[config.mk]
export PLATFORM = sky130hd
export DESIGN_NAME = pr_decouple_seq
export DESIGN_NICKNAME = d
export VERILOG_FILES = /design/src/rtl/pr_decouple_pkg.sv /design/src/rtl/pr_decouple_chan.sv /design/src/rtl/pr_decouple_seq.sv
export SDC_FILE = /design/constraint.sdc
export NUM_CORES = 1
export LEC_CHECK = 0
export ABC_AREA = 1
export CAP_MARGIN = 0
export CORE_ASPECT_RATIO = 2
export CORE_MARGIN = 8
export CORE_UTILIZATION = 45
export CTS_CLUSTER_DIAMETER = 40
export CTS_CLUSTER_SIZE = 24
export DETAILED_ROUTE_END_ITERATION = 10
export GPL_ROUTABILITY_DRIVEN = 0
export PLACE_DENSITY = 0.67
export RECOVER_POWER = 25
export SETUP_SLACK_MARGIN = 0.5
export SLEW_MARGIN = 10
export SYNTH_ARGS = -nofsm -noshare
export SYNTH_HDL_FRONTEND = slang
export SYNTH_SLANG_ARGS = --single-unit
[constraint.sdc]
create_clock -name clk -period 3.9 [get_ports clk]
set_input_delay 0.39 -clock clk [delete_from_list [all_inputs] [get_ports clk]]
set_output_delay 0.39 -clock clk [all_outputs]
set_load 0.01 [all_outputs]
[src/rtl/pr_decouple_pkg.sv]
// rtl/pr_decouple_pkg.sv - state encoding shared by the PR decouple sequencer
package pr_decouple_pkg;

  localparam int ST_W = 2;

  typedef enum logic [ST_W-1:0] {
    ST_IDLE      = 2'd0,
    ST_DRAIN     = 2'd1,
    ST_DECOUPLED = 2'd2,
    ST_SETTLE    = 2'd3
  } state_e;

endpackage

[src/rtl/pr_decouple_chan.sv]
// rtl/pr_decouple_chan.sv - one socket's request/drain/decoupled/settle/release FSM
// Optional drain timeout enabled by PR_DECOUPLE_DRAIN_TIMEOUT_EN.
module pr_decouple_chan
  import pr_decouple_pkg::*;
#(
  parameter int DRAIN_TIMEOUT = 1024,
  parameter int SETTLE_CYCLES = 16,
  parameter int CNT_W         = 16
) (
  input  logic            clk,
  input  logic            reset,
  input  logic            req_i,
  input  logic            busy_i,
  input  logic            load_done_i,
  input  logic            load_err_i,
  output logic            decouple_o,
  output logic            drained_o,
  output logic            err_o,
  output logic            timeout_o,
  output logic [ST_W-1:0] state_o
);

`ifdef PR_DECOUPLE_DRAIN_TIMEOUT_EN
  localparam bit TO_EN = 1'b1;
`else
  localparam bit TO_EN = 1'b0;
`endif

  localparam logic [CNT_W-1:0] TO_LAST     = CNT_W'(DRAIN_TIMEOUT - 1);
  localparam logic [CNT_W-1:0] SETTLE_LAST = CNT_W'((SETTLE_CYCLES > 0) ? SETTLE_CYCLES - 1 : 0);

  state_e           st_q;
  logic [CNT_W-1:0] cnt_q;
  logic [CNT_W-1:0] cnt_d;
  logic             decouple_q;
  logic             drained_q;
  logic             err_q;
  logic             timeout_q;

  // Saturating increment: a stalled drain must never wrap back into the timeout window.
  assign cnt_d = (&cnt_q) ? cnt_q : cnt_q + 1'b1;

  always_ff @(posedge clk or posedge reset) begin
    if (reset) begin
      st_q       <= ST_IDLE;
      cnt_q      <= '0;
      decouple_q <= 1'b0;
      drained_q  <= 1'b0;
      err_q      <= 1'b0;
      timeout_q  <= 1'b0;
    end else begin
      err_q     <= 1'b0;
      timeout_q <= 1'b0;
      case (st_q)
        ST_IDLE: begin
          if (req_i) begin
            st_q       <= ST_DRAIN;
            cnt_q      <= '0;
            decouple_q <= 1'b1;
          end
        end
        ST_DRAIN: begin
          cnt_q <= cnt_d;
          if (!busy_i) begin
            st_q      <= ST_DECOUPLED;
            cnt_q     <= '0;
            drained_q <= 1'b1;
          end else if (TO_EN && cnt_q == TO_LAST) begin
            st_q      <= ST_DECOUPLED;
            cnt_q     <= '0;
            drained_q <= 1'b1;
            timeout_q <= 1'b1;
          end
        end
        ST_DECOUPLED: begin
          // A done in the same cycle as an error means the retry succeeded; drop the error.
          if (load_done_i) begin
            cnt_q     <= '0;
            drained_q <= 1'b0;
            if (SETTLE_CYCLES == 0) begin
              st_q       <= ST_IDLE;
              decouple_q <= 1'b0;
            end else begin
              st_q <= ST_SETTLE;
            end
          end else if (load_err_i) begin
            err_q <= 1'b1;
          end
        end
        ST_SETTLE: begin
          cnt_q <= cnt_d;
          if (cnt_q == SETTLE_LAST) begin
            st_q       <= ST_IDLE;
            cnt_q      <= '0;
            decouple_q <= 1'b0;
          end
        end
        default: begin
          st_q       <= ST_IDLE;
          cnt_q      <= '0;
          decouple_q <= 1'b0;
          drained_q  <= 1'b0;
        end
      endcase
    end
  end

  assign decouple_o = decouple_q;
  assign drained_o  = drained_q;
  assign err_o      = err_q;
  assign timeout_o  = timeout_q;
  assign state_o    = st_q;

endmodule

[src/rtl/pr_decouple_seq.sv]
// rtl/pr_decouple_seq.sv - per-virtual-socket decouple sequencer around partial reconfiguration
// Optional drain timeout enabled by PR_DECOUPLE_DRAIN_TIMEOUT_EN.
module pr_decouple_seq
  import pr_decouple_pkg::*;
#(
  parameter int NUM_VS        = 2,
  parameter int DRAIN_TIMEOUT = 1024,
  parameter int SETTLE_CYCLES = 16,
  parameter int CNT_W         = 16
) (
  input  logic                   clk,
  input  logic                   reset,
  input  logic [NUM_VS-1:0]      vs_req,
  input  logic [NUM_VS-1:0]      vs_busy,
  input  logic [NUM_VS-1:0]      vs_load_done,
  input  logic [NUM_VS-1:0]      vs_load_err,
  output logic [NUM_VS-1:0]      vs_decouple,
  output logic [NUM_VS-1:0]      vs_drained,
  output logic [NUM_VS-1:0]      vs_err,
  output logic [NUM_VS-1:0]      vs_timeout,
  output logic [2*NUM_VS-1:0]    vs_state
);

  for (genvar g = 0; g < NUM_VS; g++) begin : g_chan
    pr_decouple_chan #(
      .DRAIN_TIMEOUT (DRAIN_TIMEOUT),
      .SETTLE_CYCLES (SETTLE_CYCLES),
      .CNT_W         (CNT_W)
    ) u_chan (
      .clk         (clk),
      .reset       (reset),
      .req_i       (vs_req[g]),
      .busy_i      (vs_busy[g]),
      .load_done_i (vs_load_done[g]),
      .load_err_i  (vs_load_err[g]),
      .decouple_o  (vs_decouple[g]),
      .drained_o   (vs_drained[g]),
      .err_o       (vs_err[g]),
      .timeout_o   (vs_timeout[g]),
      .state_o     (vs_state[ST_W*g +: ST_W])
    );
  end

endmodule
==> results of run 1 <==
==> tightest hold or removal path, stage by stage (launching register included) <==
cell	delay, ns
dfrtp_1	0.37
inv_1	0.05
a32oi_1	0.05
==> how the worst max path moves through the flow <==
stage	cells past startpoint	startpoint	end	slack, ns
finish	3	reset	g_chan[0].u_chan.cnt_q[11]	1.32
global route	3	reset	g_chan[1].u_chan.err_o	0.78
CTS	9	g_chan[0].u_chan.state_o[0]	g_chan[0].u_chan.state_o[1]	1.65
detailed placement	9	vs_load_done[0]	g_chan[0].u_chan.state_o[1]	1.55
global placement	8	vs_req[0]	g_chan[0].u_chan.cnt_q[10]	1.60
floorplan	10	g_chan[0].u_chan.state_o[0]	g_chan[0].u_chan.cnt_q[7]	2.22
==> layout make-up <==
type	count	area share, %
flip-flops and latches	42	32.68
well taps	86	3.346
clock buffers	7	4.436
repair buffers	20	6.031
multi-input cells	311	46.07
inverters	62	7.276
clock inverters	1	0.1556
==> synth_stat cells (2+ instances only) <==
library cell	n	share of area (%)
buf_6	2	0.79
a21oi_1	5	0.87
inv_2	3	0.39
a21oi_2	2	0.61
o21ai_1	7	1.2
nor2_2	5	1.1
ha_1	10	4.4
nand4_1	14	3.1
dfrtp_1	42	37
nor2_4	2	0.79
clkinv_1	4	0.52
nand2_1	139	18
nand3b_1	3	0.79
a21boi_0	2	0.52
o21ai_0	3	0.52
nor2_1	64	8.4
inv_1	54	7.1
buf_4	9	2.4
nand3_1	43	7.5
nand4_4	2	1.5
nor3_1	2	0.35
nand2_2	2	0.44
buf_2	2	0.35
==> flip-flops by register name (all words and copies together) (netlist names) <==
register	count
g_chan.u_chan.cnt_q	32
g_chan.u_chan.state_o	4
g_chan.u_chan.decouple_o	2
g_chan.u_chan.drained_o	2
g_chan.u_chan.err_o	2
==> cell families after synthesis <==
| logic type | after synthesis |
|---|---|
| other | 1 |
| and+or+nand+nor | 277 |
| AOI/OAI and AO/OA | 21 |
| buffers and inverters | 76 |
| DFF | 42 |
| adders and majority gates | 10 |
| xor gates and xnor gates | 1 |
==> per-stage QoR <==
step	hold slack, ns	utilization [%]	setup slack [ns]
floorplan	0.4542	-	2.222
global placement	0.4794	49.08	1.600
detailed placement	0.5143	49.08	1.554
CTS	0.5224	51.44	1.655
global route	0.5639	51.38	0.7828
finish	0.5137	51.38	1.315
==> report_power, final <==
part,internal [W],switching [W],leakage (nW)
logic,0.000217,0.000390,0.928
registers,0.000503,0.0000625,0.563
clock network,0.000254,0.000164,0.0739
==> routing by layer <==
| layer | track usage, % | vias up |
|---|---|---|
| li1 | - | 1358 |
| met1 | 12.89 | 1261 |
| met2 | 32.32 | 32 |
| met3 | 1.949 | 13 |
| met4 | 5.938 | 0 |
| met5 | 0 | - |
==> results.ini, run 1 <==
[synth]
async_reset_ff_share_pct = 100.0
muxShareOfSynthArea_pct = 0
synthCells = 428
synth-compound-area-share_pct = 4.321
syn_area_um2 = 2866
synth_xor_area_share_pct = 0.3055
synth.avg_cell_area_um2 = 6.697
synth-adder-area-share_pct = 4.365
synth_cell_types = 30
synth_seq_cells = 42
yosysSeqAreaShare_pct = 36.67
yosys.area_share.simple_pct = 42.43
synthFlopType = dfrtp_1
synth-edff-count = 0
synth_warnings = 0
synth_top_family_by_area = simple AND/OR/NAND/NOR gates

[worst_hold_path]
min_to = g_chan[1].u_chan.drained_o
min_path_type = reg2reg
hold_start = g_chan[1].u_chan.drained_o
whs_path_depth = 2

[sta]
hold_viol = 0
tns_ns = 0
finalCriticalPeriod_ns = 2.585
rsz0062_at_grt = no
final_max_slew_viol_count = 43
timing.fmax_mhz = 386.9
period_share_pct = 66.28
finalSetupViolations = 0
tightest_slew_ns = 2.312
max-slew-margin-rel_pct = -54.16
skew_ns = 0.005552

[setup_path]
r2r_slack_ns = 1.70
cp.required_ns = 3.81
crit_path_start_kind = primary input
r2r_cells = 9
crit_chain = clkdlybuf4s50_1 -> clkinv_1 -> clkbuf_1
path_buf_inv = 3
reg2reg_to = g_chan[0].u_chan.state_o[1]
r2r-start = g_chan[0].u_chan.state_o[0]
critical_path.max_fanout = 42
crit_family = buffers and inverters
cpMaxStageDelayCell = clkbuf_1
crit_arrival_ns = 2.49
end_kind = asynchronous set/reset pin
cp_slowest_stage_delay_ns = 1.64
worstSetupPathType = in2async

[cts]
clockBufferDepth = 2
post_cts_resized = 0
root_buffer = clkbuf_16
postCtsHoldBufs = 0
cts.sinks = 42
clk_pin_slew_ns = 0.06
numCtsBuffers = 5
htreeDepth = 2
cts_tree = done
cts_setup_buffers = 0
clkLatencyLatePin_ns = 0.28

[die]
dieArea_um2 = 9335
fp.dieH_um = 128.9
core_area_um2 = 6259
die_x_um = 72.44
rows = 41
initial_core_util_pct = 45.80
ios = 22

[detailed_routing]
met2_length_mm = 4.070
routed_via_density = 5.036
firstDrtPassIters = 4
drt-initial-drc-count = 123
drc = 0
route.vias.total = 2664
highest_layer = met4
dr_wl_met3_um = 114
finalWirelength_mm = 6.648
drt-met1-wl_mm = 2.333
wire_per_inst_um = 12.57
postRouteAntennaNets = 0

[cells_and_area]
final_cells = 529
final_cell_area_um2 = 3216
insertedDiodeCount = 0
fin_nets = 462
multiInputGateArea_um2 = 1481
layout-drive-gt1-share_pct = 5.643
final_cell_mix = nand2_1 (139), nor2_1 (64), inv_1 (53), nand3_1 (43), dfrtp_1 (42)
fillCellCount = 645
final_common_cell = nand2_1
seqCellArea_um2 = 1051
area_delta_synth_final_pct = 12.18

[global_route]
grt_pass1_wl_mm = 11.37
track_usage_pct = 15.15
antenna_found_initial = 0
grt_overflow = 0
grt_max_degree = 43
grt_pass1_vias = 2644

[run_status]
status = complete, but fails checks
violations = max-capacitance violations, max-slew violations

[pwr]
p_per_area_nw_per_um2 = 494.3
power_leakage_nw = 1.565
finalPower_w = 0.001590
ir_drop_mv = 0.3398

[place]
dpl_cell_area_um2 = 3072
io_buffers = 19
placed_cells = 521
detailed_place_hpwl_mm = 5.129

[flow_run]
drv_cap = 1

(Power assumes the default switching activity.)
==> inputs of run 2 (changes only) <==
clock period = 2.55 ns   (was 3.9 ns; I/O delays follow)
==> run 2 against run 1 <==
The flow now finishes without violations; sequential share of layout area is 0.076 points lower; clock skew is 0.0013 ns higher; worst hold slack worse by 0.017 ns; register-to-register slack got worse by 1.0 ns; highest routed layer unchanged.
==> results.ini, run 2 (synthesized netlist as in run 1, its figures left out) <==
[cts]
clockBufferDepth = 2
clkLatencyLatePin_ns = 0.29
root_buffer = clkbuf_16
clk_pin_slew_ns = 0.05
cts.sinks = 42
cts_tree = done
numCtsBuffers = 5
htreeDepth = 2

[global_route]
grt_overflow = 0
antenna_found_initial = 0
grt_pass1_wl_mm = 11.64
grt_pass1_vias = 2642
grt_max_degree = 43
track_usage_pct = 15.86

[pwr]
p_per_area_nw_per_um2 = 757.9
ir_drop_mv = 0.5535
power_leakage_nw = 1.572

[setup_path]
end_kind = flop
r2r_cells = 9
crit_arrival_ns = 2.02
critical_path.max_fanout = 19
cp.required_ns = 2.72
worstSetupPathType = reg2reg
crit_path_start_kind = flop

[cells_and_area]
seqCellArea_um2 = 1051
largest_reg_flops = 32
final_common_cell = nand2_1
multiInputGateArea_um2 = 1486
largest-register = g_chan.u_chan.cnt_q
final_cell_area_um2 = 3223
fin_nets = 463
layout-drive-gt1-share_pct = 6.109
insertedDiodeCount = 0
fillCellCount = 662
final_cell_mix = nand2_1 (139), nor2_1 (64), inv_1 (53), nand3_1 (42), dfrtp_1 (42)
area_delta_synth_final_pct = 12.44
final_cells = 528

[die]
dieArea_um2 = 9335
fp.dieH_um = 128.9
core_area_um2 = 6259
die_x_um = 72.44
rows = 41
ios = 22
initial_core_util_pct = 45.80

[sta]
tns_ns = 0
tightest_slew_ns = 1.081
setup_slack_ns = 0.6946
rsz0062_at_grt = no
skew_ns = 0.006888
finalCriticalPeriod_ns = 1.855
hold_viol = 0
max-slew-margin-rel_pct = 27.95
final_max_slew_viol_count = 0
timing.fmax_mhz = 539.0
period_share_pct = 72.76
finalSetupViolations = 0

[worst_hold_path]
min_path_type = in2reg
whs_path_depth = 3

[place]
post-place-ws_ns = 0.6023
io_buffers = 19
detailed_place_hpwl_mm = 5.164
placed_cells = 522
dpl_cell_area_um2 = 3079

[run_status]
status = completed

[detailed_routing]
drc = 0
wire_per_inst_um = 12.67
finalWirelength_mm = 6.692
drt-initial-drc-count = 87
firstDrtPassIters = 5
routed_via_density = 4.951
postRouteAntennaNets = 0
route.vias.total = 2614

[flow_run]
drv_cap = 0

[run 2: metal layers]
| metal | up-vias | part of all wire (%) | wire [µm] | global-route usage [%] |
|---|---|---|---|---|
| met5 | - | 0 | 0 | 0 |
| met2 | 28 | 61 | 4075 | 32.21 |
| met4 | 0 | 2.4 | 159 | 9.264 |
| met1 | 1214 | 35 | 2315 | 13.55 |
| li1 | 1362 | - | - | - |
| met3 | 10 | 2.1 | 142 | 2.338 |
[run 2: critical path: stages, from the launching register on]
cell	delay [ns]
dfrtp_1	0.41
inv_1	0.09
ha_1	0.24
nand2_1	0.12
nand2_1	0.16
inv_2	0.10
buf_4	0.22
nand2_1	0.14
o21ai_1	0.20
nor2_1	0.06
[run 2: worst paths after layout]
kind	to	from	slack [ns]
min	g_chan[1].u_chan.err_o	vs_load_err[1]	0.50
max	g_chan[0].u_chan.cnt_q[7]	g_chan[0].u_chan.state_o[0]	0.69
min in group asynchronous	g_chan[1].u_chan.cnt_q[0]	reset	0.75
max reg2reg	g_chan[0].u_chan.cnt_q[7]	g_chan[0].u_chan.state_o[0]	0.69
max in group asynchronous	g_chan[1].u_chan.drained_o	reset	1.13
min reg2reg	g_chan[0].u_chan.drained_o	g_chan[0].u_chan.drained_o	0.50
[run 2: power breakdown]
group          switching, W  leakage [nW]  internal, W
sequential        0.0000964         0.563     0.000769
clock              0.000236        0.0688     0.000378
combinational      0.000614         0.940     0.000349
[run 2: final cells by class]
type,instances,area share [%]
timing repair buffer,21,6.289
tap,86,3.339
clock buffer,6,4.309
inverter,62,7.337
sequential,42,32.61
multi-input combinational,311,46.12
[run 2: stage by stage]
stage          total power [W]  hold slack (ns)  util (%)
2_1_floorplan         0.001554           0.3612         -
3_3_place_gp          0.001820           0.4744     49.20
3_5_place_dp          0.001847           0.4870     49.20
4_1_cts               0.002478           0.4315     51.42
5_1_grt               0.002643           0.5039     51.50
6_report              0.002443           0.4969     51.50
[run 2: timing repair]
action	4_1_cts	5_1_grt
buffers inserted	0	0
gates resized for setup	0	3
hold endpoints to repair	0	0
setup endpoints to repair	0	17
hold buffers	0	0
